### config.mk
export PLATFORM = sky130hd
export DESIGN_NAME = axi4_lite_rr_arbiter
export DESIGN_NICKNAME = d
export VERILOG_FILES = /design/src/rtl/axi4_lite_rr_arbiter.sv
export SDC_FILE = /design/constraint.sdc
export NUM_CORES = 1
export LEC_CHECK = 0
export ABC_CLOCK_PERIOD_IN_PS = 2600
export BUFFER_PORTS_ARGS = -buffer_cell sky130_fd_sc_hd__buf_2
export CAP_MARGIN = 10
export CELL_PAD_IN_SITES_DETAIL_PLACEMENT = 1
export CELL_PAD_IN_SITES_GLOBAL_PLACEMENT = 2
export CORE_UTILIZATION = 12
export CTS_BUF_LIST = sky130_fd_sc_hd__clkbuf_16
export CTS_CLUSTER_DIAMETER = 40
export DETAILED_ROUTE_END_ITERATION = 8
export MAX_ROUTING_LAYER = met4
export PLACE_DENSITY = 0.78
export SLEW_MARGIN = 10
export SYNTH_ARGS = -nofsm -noshare
export SYNTH_HDL_FRONTEND = slang
export SYNTH_SLANG_ARGS = --single-unit
### constraint.sdc
create_clock -name clk -period 2.6 [get_ports clk]
set_clock_uncertainty 0.15 [all_clocks]
set_input_delay 0.52 -clock clk [delete_from_list [all_inputs] [get_ports clk]]
set_output_delay 0.52 -clock clk [all_outputs]
set_load 0.005 [all_outputs]
### src/rtl/axi4_lite_rr_arbiter.sv
// Round-robin arbiter sharing one AXI4-lite slave port among NUM_MASTERS masters.
// One transaction (write or read) is in flight at a time; all other masters are held off.
module axi4_lite_rr_arbiter #(
  parameter int unsigned NUM_MASTERS = 2,
  parameter int unsigned ADDR_WIDTH  = 16,
  parameter int unsigned DATA_WIDTH  = 16
) (
  input  logic                                        clk,
  input  logic                                        reset,
  input  logic [NUM_MASTERS-1:0]                      m_axi_awvalid,
  output logic [NUM_MASTERS-1:0]                      m_axi_awready,
  input  logic [NUM_MASTERS-1:0][ADDR_WIDTH-1:0]      m_axi_awaddr,
  input  logic [NUM_MASTERS-1:0]                      m_axi_wvalid,
  output logic [NUM_MASTERS-1:0]                      m_axi_wready,
  input  logic [NUM_MASTERS-1:0][DATA_WIDTH-1:0]      m_axi_wdata,
  input  logic [NUM_MASTERS-1:0][DATA_WIDTH/8-1:0]    m_axi_wstrb,
  output logic [NUM_MASTERS-1:0]                      m_axi_bvalid,
  input  logic [NUM_MASTERS-1:0]                      m_axi_bready,
  output logic [NUM_MASTERS-1:0]                      m_axi_bresp,
  input  logic [NUM_MASTERS-1:0]                      m_axi_arvalid,
  output logic [NUM_MASTERS-1:0]                      m_axi_arready,
  input  logic [NUM_MASTERS-1:0][ADDR_WIDTH-1:0]      m_axi_araddr,
  output logic [NUM_MASTERS-1:0]                      m_axi_rvalid,
  input  logic [NUM_MASTERS-1:0]                      m_axi_rready,
  output logic [NUM_MASTERS-1:0][DATA_WIDTH-1:0]      m_axi_rdata,
  output logic [NUM_MASTERS-1:0]                      m_axi_rresp,
  output logic                                        s_axi_awvalid,
  input  logic                                        s_axi_awready,
  output logic [ADDR_WIDTH-1:0]                       s_axi_awaddr,
  output logic                                        s_axi_wvalid,
  input  logic                                        s_axi_wready,
  output logic [DATA_WIDTH-1:0]                       s_axi_wdata,
  output logic [DATA_WIDTH/8-1:0]                     s_axi_wstrb,
  input  logic                                        s_axi_bvalid,
  output logic                                        s_axi_bready,
  input  logic                                        s_axi_bresp,
  output logic                                        s_axi_arvalid,
  input  logic                                        s_axi_arready,
  output logic [ADDR_WIDTH-1:0]                       s_axi_araddr,
  input  logic                                        s_axi_rvalid,
  output logic                                        s_axi_rready,
  input  logic [DATA_WIDTH-1:0]                       s_axi_rdata,
  input  logic                                        s_axi_rresp,
  output logic [NUM_MASTERS-1:0]                      grant,
  output logic                                        busy
);

  localparam int unsigned IDX_W = $clog2(NUM_MASTERS);

  typedef enum logic [2:0] {IDLE, WRITE, WRESP, READ, RRESP} state_t;

  state_t                 state, state_nxt;
  logic [IDX_W-1:0]       rr_ptr, gidx, sel_idx;
  logic                   sel_found;
  logic [31:0]            cand;
  logic                   aw_done, w_done;
  logic [NUM_MASTERS-1:0] req;
  logic                   aw_hs, w_hs, b_hs, ar_hs, r_hs;

  assign req   = m_axi_awvalid | m_axi_wvalid | m_axi_arvalid;
  assign aw_hs = s_axi_awvalid & s_axi_awready;
  assign w_hs  = s_axi_wvalid & s_axi_wready;
  assign b_hs  = s_axi_bvalid & s_axi_bready;
  assign ar_hs = s_axi_arvalid & s_axi_arready;
  assign r_hs  = s_axi_rvalid & s_axi_rready;
  assign busy  = reset && (state != IDLE);

  // First requester at or after rr_ptr, wrapping; both operands < NUM_MASTERS so one subtract suffices.
  always_comb begin
    sel_found = 1'b0;
    sel_idx   = '0;
    cand      = '0;
    for (int unsigned i = 0; i < NUM_MASTERS; i++) begin
      cand = 32'(rr_ptr) + i;
      if (cand >= NUM_MASTERS) cand = cand - NUM_MASTERS;
      if (!sel_found && req[cand[IDX_W-1:0]]) begin
        sel_found = 1'b1;
        sel_idx   = cand[IDX_W-1:0];
      end
    end
  end

  always_comb begin
    state_nxt = state;
    case (state)
      IDLE:    if (sel_found)
                 state_nxt = (m_axi_awvalid[sel_idx] | m_axi_wvalid[sel_idx]) ? WRITE : READ;
      WRITE:   if ((aw_done | aw_hs) && (w_done | w_hs)) state_nxt = WRESP;
      WRESP:   if (b_hs) state_nxt = IDLE;
      READ:    if (ar_hs) state_nxt = RRESP;
      RRESP:   if (r_hs) state_nxt = IDLE;
      default: state_nxt = IDLE;
    endcase
  end

  // Forwarding is gated by reset so nothing leaks out while reset is held.
  always_comb begin
    m_axi_awready = '0;
    m_axi_wready  = '0;
    m_axi_bvalid  = '0;
    m_axi_bresp   = '0;
    m_axi_arready = '0;
    m_axi_rvalid  = '0;
    m_axi_rdata   = '0;
    m_axi_rresp   = '0;
    s_axi_awvalid = 1'b0;
    s_axi_wvalid  = 1'b0;
    s_axi_bready  = 1'b0;
    s_axi_arvalid = 1'b0;
    s_axi_rready  = 1'b0;
    s_axi_awaddr  = m_axi_awaddr[gidx];
    s_axi_wdata   = m_axi_wdata[gidx];
    s_axi_wstrb   = m_axi_wstrb[gidx];
    s_axi_araddr  = m_axi_araddr[gidx];
    if (reset) begin
      case (state)
        WRITE: begin
          s_axi_awvalid       = m_axi_awvalid[gidx] & ~aw_done;
          m_axi_awready[gidx] = s_axi_awready & ~aw_done;
          s_axi_wvalid        = m_axi_wvalid[gidx] & ~w_done;
          m_axi_wready[gidx]  = s_axi_wready & ~w_done;
        end
        WRESP: begin
          s_axi_bready       = m_axi_bready[gidx];
          m_axi_bvalid[gidx] = s_axi_bvalid;
          m_axi_bresp[gidx]  = s_axi_bresp;
        end
        READ: begin
          s_axi_arvalid       = m_axi_arvalid[gidx];
          m_axi_arready[gidx] = s_axi_arready;
        end
        RRESP: begin
          s_axi_rready       = m_axi_rready[gidx];
          m_axi_rvalid[gidx] = s_axi_rvalid;
          m_axi_rdata[gidx]  = s_axi_rdata;
          m_axi_rresp[gidx]  = s_axi_rresp;
        end
        default: ;
      endcase
    end
  end

  always_ff @(posedge clk) begin
    if (!reset) begin
      state   <= IDLE;
      rr_ptr  <= '0;
      gidx    <= '0;
      grant   <= '0;
      aw_done <= 1'b0;
      w_done  <= 1'b0;
    end else begin
      state <= state_nxt;
      if (state == IDLE && sel_found) begin
        gidx  <= sel_idx;
        grant <= NUM_MASTERS'(1) << sel_idx;
      end
      if (state == WRITE) begin
        if (state_nxt == WRESP) begin
          aw_done <= 1'b0;
          w_done  <= 1'b0;
        end else begin
          aw_done <= aw_done | aw_hs;
          w_done  <= w_done | w_hs;
        end
      end
      if ((state == WRESP || state == RRESP) && state_nxt == IDLE) begin
        grant  <= '0;
        rr_ptr <= (32'(gidx) == NUM_MASTERS - 1) ? '0 : gidx + 1'b1;
      end
    end
  end

endmodule

==> impl_metrics.csv <==
group,metric,value,unit
run_status,status,"finished clean",
clock_network,cts_setup_buffers,0,
setup_path,path_buf_inv,2,
yosys,ys_seq_area_share,11.46,%
place,post-place-ws,412.4,ps
power_and_ir_drop,pwr-share-comb,51.3,%
sta,post-route-period-util,88.09,%
clock_network,cts_tree,"yes",
setup_path,crit_family,"simple AND/OR/NAND/NOR gates",
setup_path,path_cells,"nor2_1 > nand2_1 > nor2_2 > buf_4 > and2_1 > buf_2",
clock_network,cts_sinks,9,
final_layout,final_common_cell,"buf_2",
sta,hold_viol,0,
yosys,syn_area,1572,um2
floorplan,die_h,116.4,um
place,dp_hpwl,7.841,mm
yosys,synth_edf_count,0,
setup_path,r2r-start,"gidx",
sta,setup_ws,309.6,ps
hold_path,min_from,"grant[1]",
setup_path,cp_max_fo,18,
route,drtIter0Drc,21,
global_route,grt_pass1_vias,2231,
setup_path,reg2reg_slack,530,ps
route,num_vias,2322,
final_layout,num-nets-final,567,
setup_path,arrival,1620,ps
floorplan,die-area,13560,um2
yosys,yosys_warnings,0,
yosys,ys_types,37,
sta,whs,324.7,ps
power_and_ir_drop,p_sw_share,32.99,%
power_and_ir_drop,internal-power,624.9,uW
sta,rsz0062_at_grt,"false",
job,maxCapViolations,0,
power_and_ir_drop,power_density,303.1,nW/um2
power_and_ir_drop,leakagePower,1.629,nW
clock_network,path_clk_slew,40,ps
global_route,grt_usage,11.57,%
floorplan,num_rows,41,
global_route,grt_max_degree,19,
sta,tightest_slew,497.6,ps
place,place_congestion,0.7493,
setup_path,crit_path_start_kind,"flip-flop",
route,wl,8.673,mm
yosys,syn_inst,192,
final_layout,final_area,3077,um2
route,wl_per_cell,14.38,um
power_and_ir_drop,p_seq_share,19.1,%
place,io_buffers,238,
global_route,overflow,0,
yosys,syn_avg_cell_area,8.185,um2
power_and_ir_drop,ir_drop,0.2366,mV
clock_network,cts_max_level,1,
floorplan,core-area,12670,um2
place,placedInstanceArea,2992,um2
setup_path,worst_r2r_path_depth,4,
clock_network,numCtsBuffers,3,
final_layout,antennaDiodeCount,0,
hold_path,whs_endpoint,"grant[1]",
setup_path,r2r-end,"state[1]",
sta,setup_viol,0,
hold_path,hold_path.class,"flip-flop to flip-flop",
yosys,ys_ff_latch,9,
sta,tns,0,ps
setup_path,critPathRequiredTime,1930,ps
clock_network,clockBufferDepth,2,
sta,max_freq,0.4366,GHz
route,drc,0,
route,first_pass_iters,4,
power_and_ir_drop,switchingPower,307.7,uW
setup_path,critPathKind,"flip-flop to primary output",
sta,slew_violations,0,
final_layout,layout-drive-gt1-share,72.62,%
final_layout,synthToLayoutAreaGrowth,95.78,%
clock_network,clockRootBuffer,"clkbuf_16",
floorplan,start_util,12.40,%
setup_path,crit_path_end_kind,"primary output",
power_and_ir_drop,fin_total_pwr,932.6,uW
final_layout,mostFrequentLayoutCells,"238 x buf_2, 53 x mux2_2, 37 x and2_1",
yosys,syn-num-nets,327,
floorplan,die_w,116.4,um
sta,fin_crit,2290,ps
route,antenna_left,0,
power_and_ir_drop,clockPowerShare,29.6,%
global_route,antenna_found_initial,0,
setup_path,cpMaxStageDelayCell,"dfxtp_1",
hold_path,min_path_cells,2,
yosys,async_flop_share,0,%
setup_path,slowest_delay,530,ps
sta,slew_headroom,66.67,%
global_route,grt_pass1_wl,11.69,mm
clock_network,clk_latency,240,ps
yosys,synth_flop_cell,"dfxtp_1",
route,via_per_inst,3.851,
floorplan,io_pins,239,
-- layer usage --
metal / vias up / track usage, % / part of all wire (%)
met5: - / - / 0
met2: 104 / 21.54 / 52
met1: 1061 / 13.47 / 41
met3: 0 / 1.609 / 7.2
met4: 0 / 1.197 / 0
li1: 1157 / - / -
-- cell families after synthesis --
| kind of cell | count (synthesis) | share of synthesized area [%] |
|---|---|---|
| compound gates | 20 | 11.70 |
| mux | 56 | 40.05 |
| simple gates | 93 | 32.80 |
| flops | 9 | 11.46 |
| buf+inv | 14 | 3.981 |
-- cell type report --
cell class,instances,area (um2)
Clock inverter,1,5.005
Multi-Input combinational cell,169,1334
Fill cell,1599,9594
Tap cell,172,215.2
Inverter,2,7.507
Sequential cell,9,181.4
Timing Repair Buffer,247,1259
Clock buffer,3,75.07
-- worst max-delay path by stage --
stage / to / startpoint / cells past startpoint
after CTS: m_axi_rdata[14] / state[0] / 5
final: m_axi_rdata[18] / state[0] / 6
after global placement: m_axi_bvalid[1] / state[1] / 5
after floorplan: m_axi_rdata[10] / reset / 5
after global routing: m_axi_bvalid[1] / state[1] / 5
after detailed placement: m_axi_rdata[14] / state[0] / 5
-- power by group through the flow --
| stage | Sequential (mW) | Clock, mW | Combinational (mW) |
|---|---|---|---|
| 2_1_floorplan | 0.164 | 0 | 0.247 |
| 3_3_place_gp | 0.181 | 0 | 0.477 |
| 3_5_place_dp | 0.183 | 0 | 0.482 |
| 4_1_cts | 0.180 | 0.283 | 0.485 |
| 5_1_grt | 0.183 | 0.292 | 0.523 |
| 6_report | 0.178 | 0.276 | 0.478 |
-- cell usage after synthesis (3+ instances only) --
cell type / count / area share, %
nor2b_1: 3 / 1.2
o21ai_0: 3 / 0.96
nand3b_1: 3 / 1.4
and2_1: 37 / 15
clkbuf_1: 4 / 0.96
buf_2: 8 / 2.5
nor2_1: 19 / 4.5
dfxtp_1: 9 / 11
mux2_2: 53 / 38
a31oi_1: 3 / 1.2
nand2_1: 12 / 2.9
nor3_1: 5 / 1.6
-- tightest hold or removal path: cells and delay by family, from the launching register on --
kind / cells / cell delay, ps
DFF: 1 / 300
AOI/OAI and AO/OA: 1 / 60
and+or+nand+nor: 1 / 50
-- state kept, by name (all words and copies together) (netlist names) --
signal	flops
state	3
grant	2
aw_done	1
gidx	1
rr_ptr	1
w_done	1
-- through the flow --
stage	util, %	instances
detailed placement	23.61	599
global placement	23.61	599
floorplan	-	192
finish	24.28	603
global route	24.28	603
CTS	24.24	603
-- timing repair --
item                                    in CTS  in global routing
hold buffers                                 0                  0
gates resized for setup                      0                  1
endpoints found under the setup margin       0                  5
(Power assumes the default switching activity.)
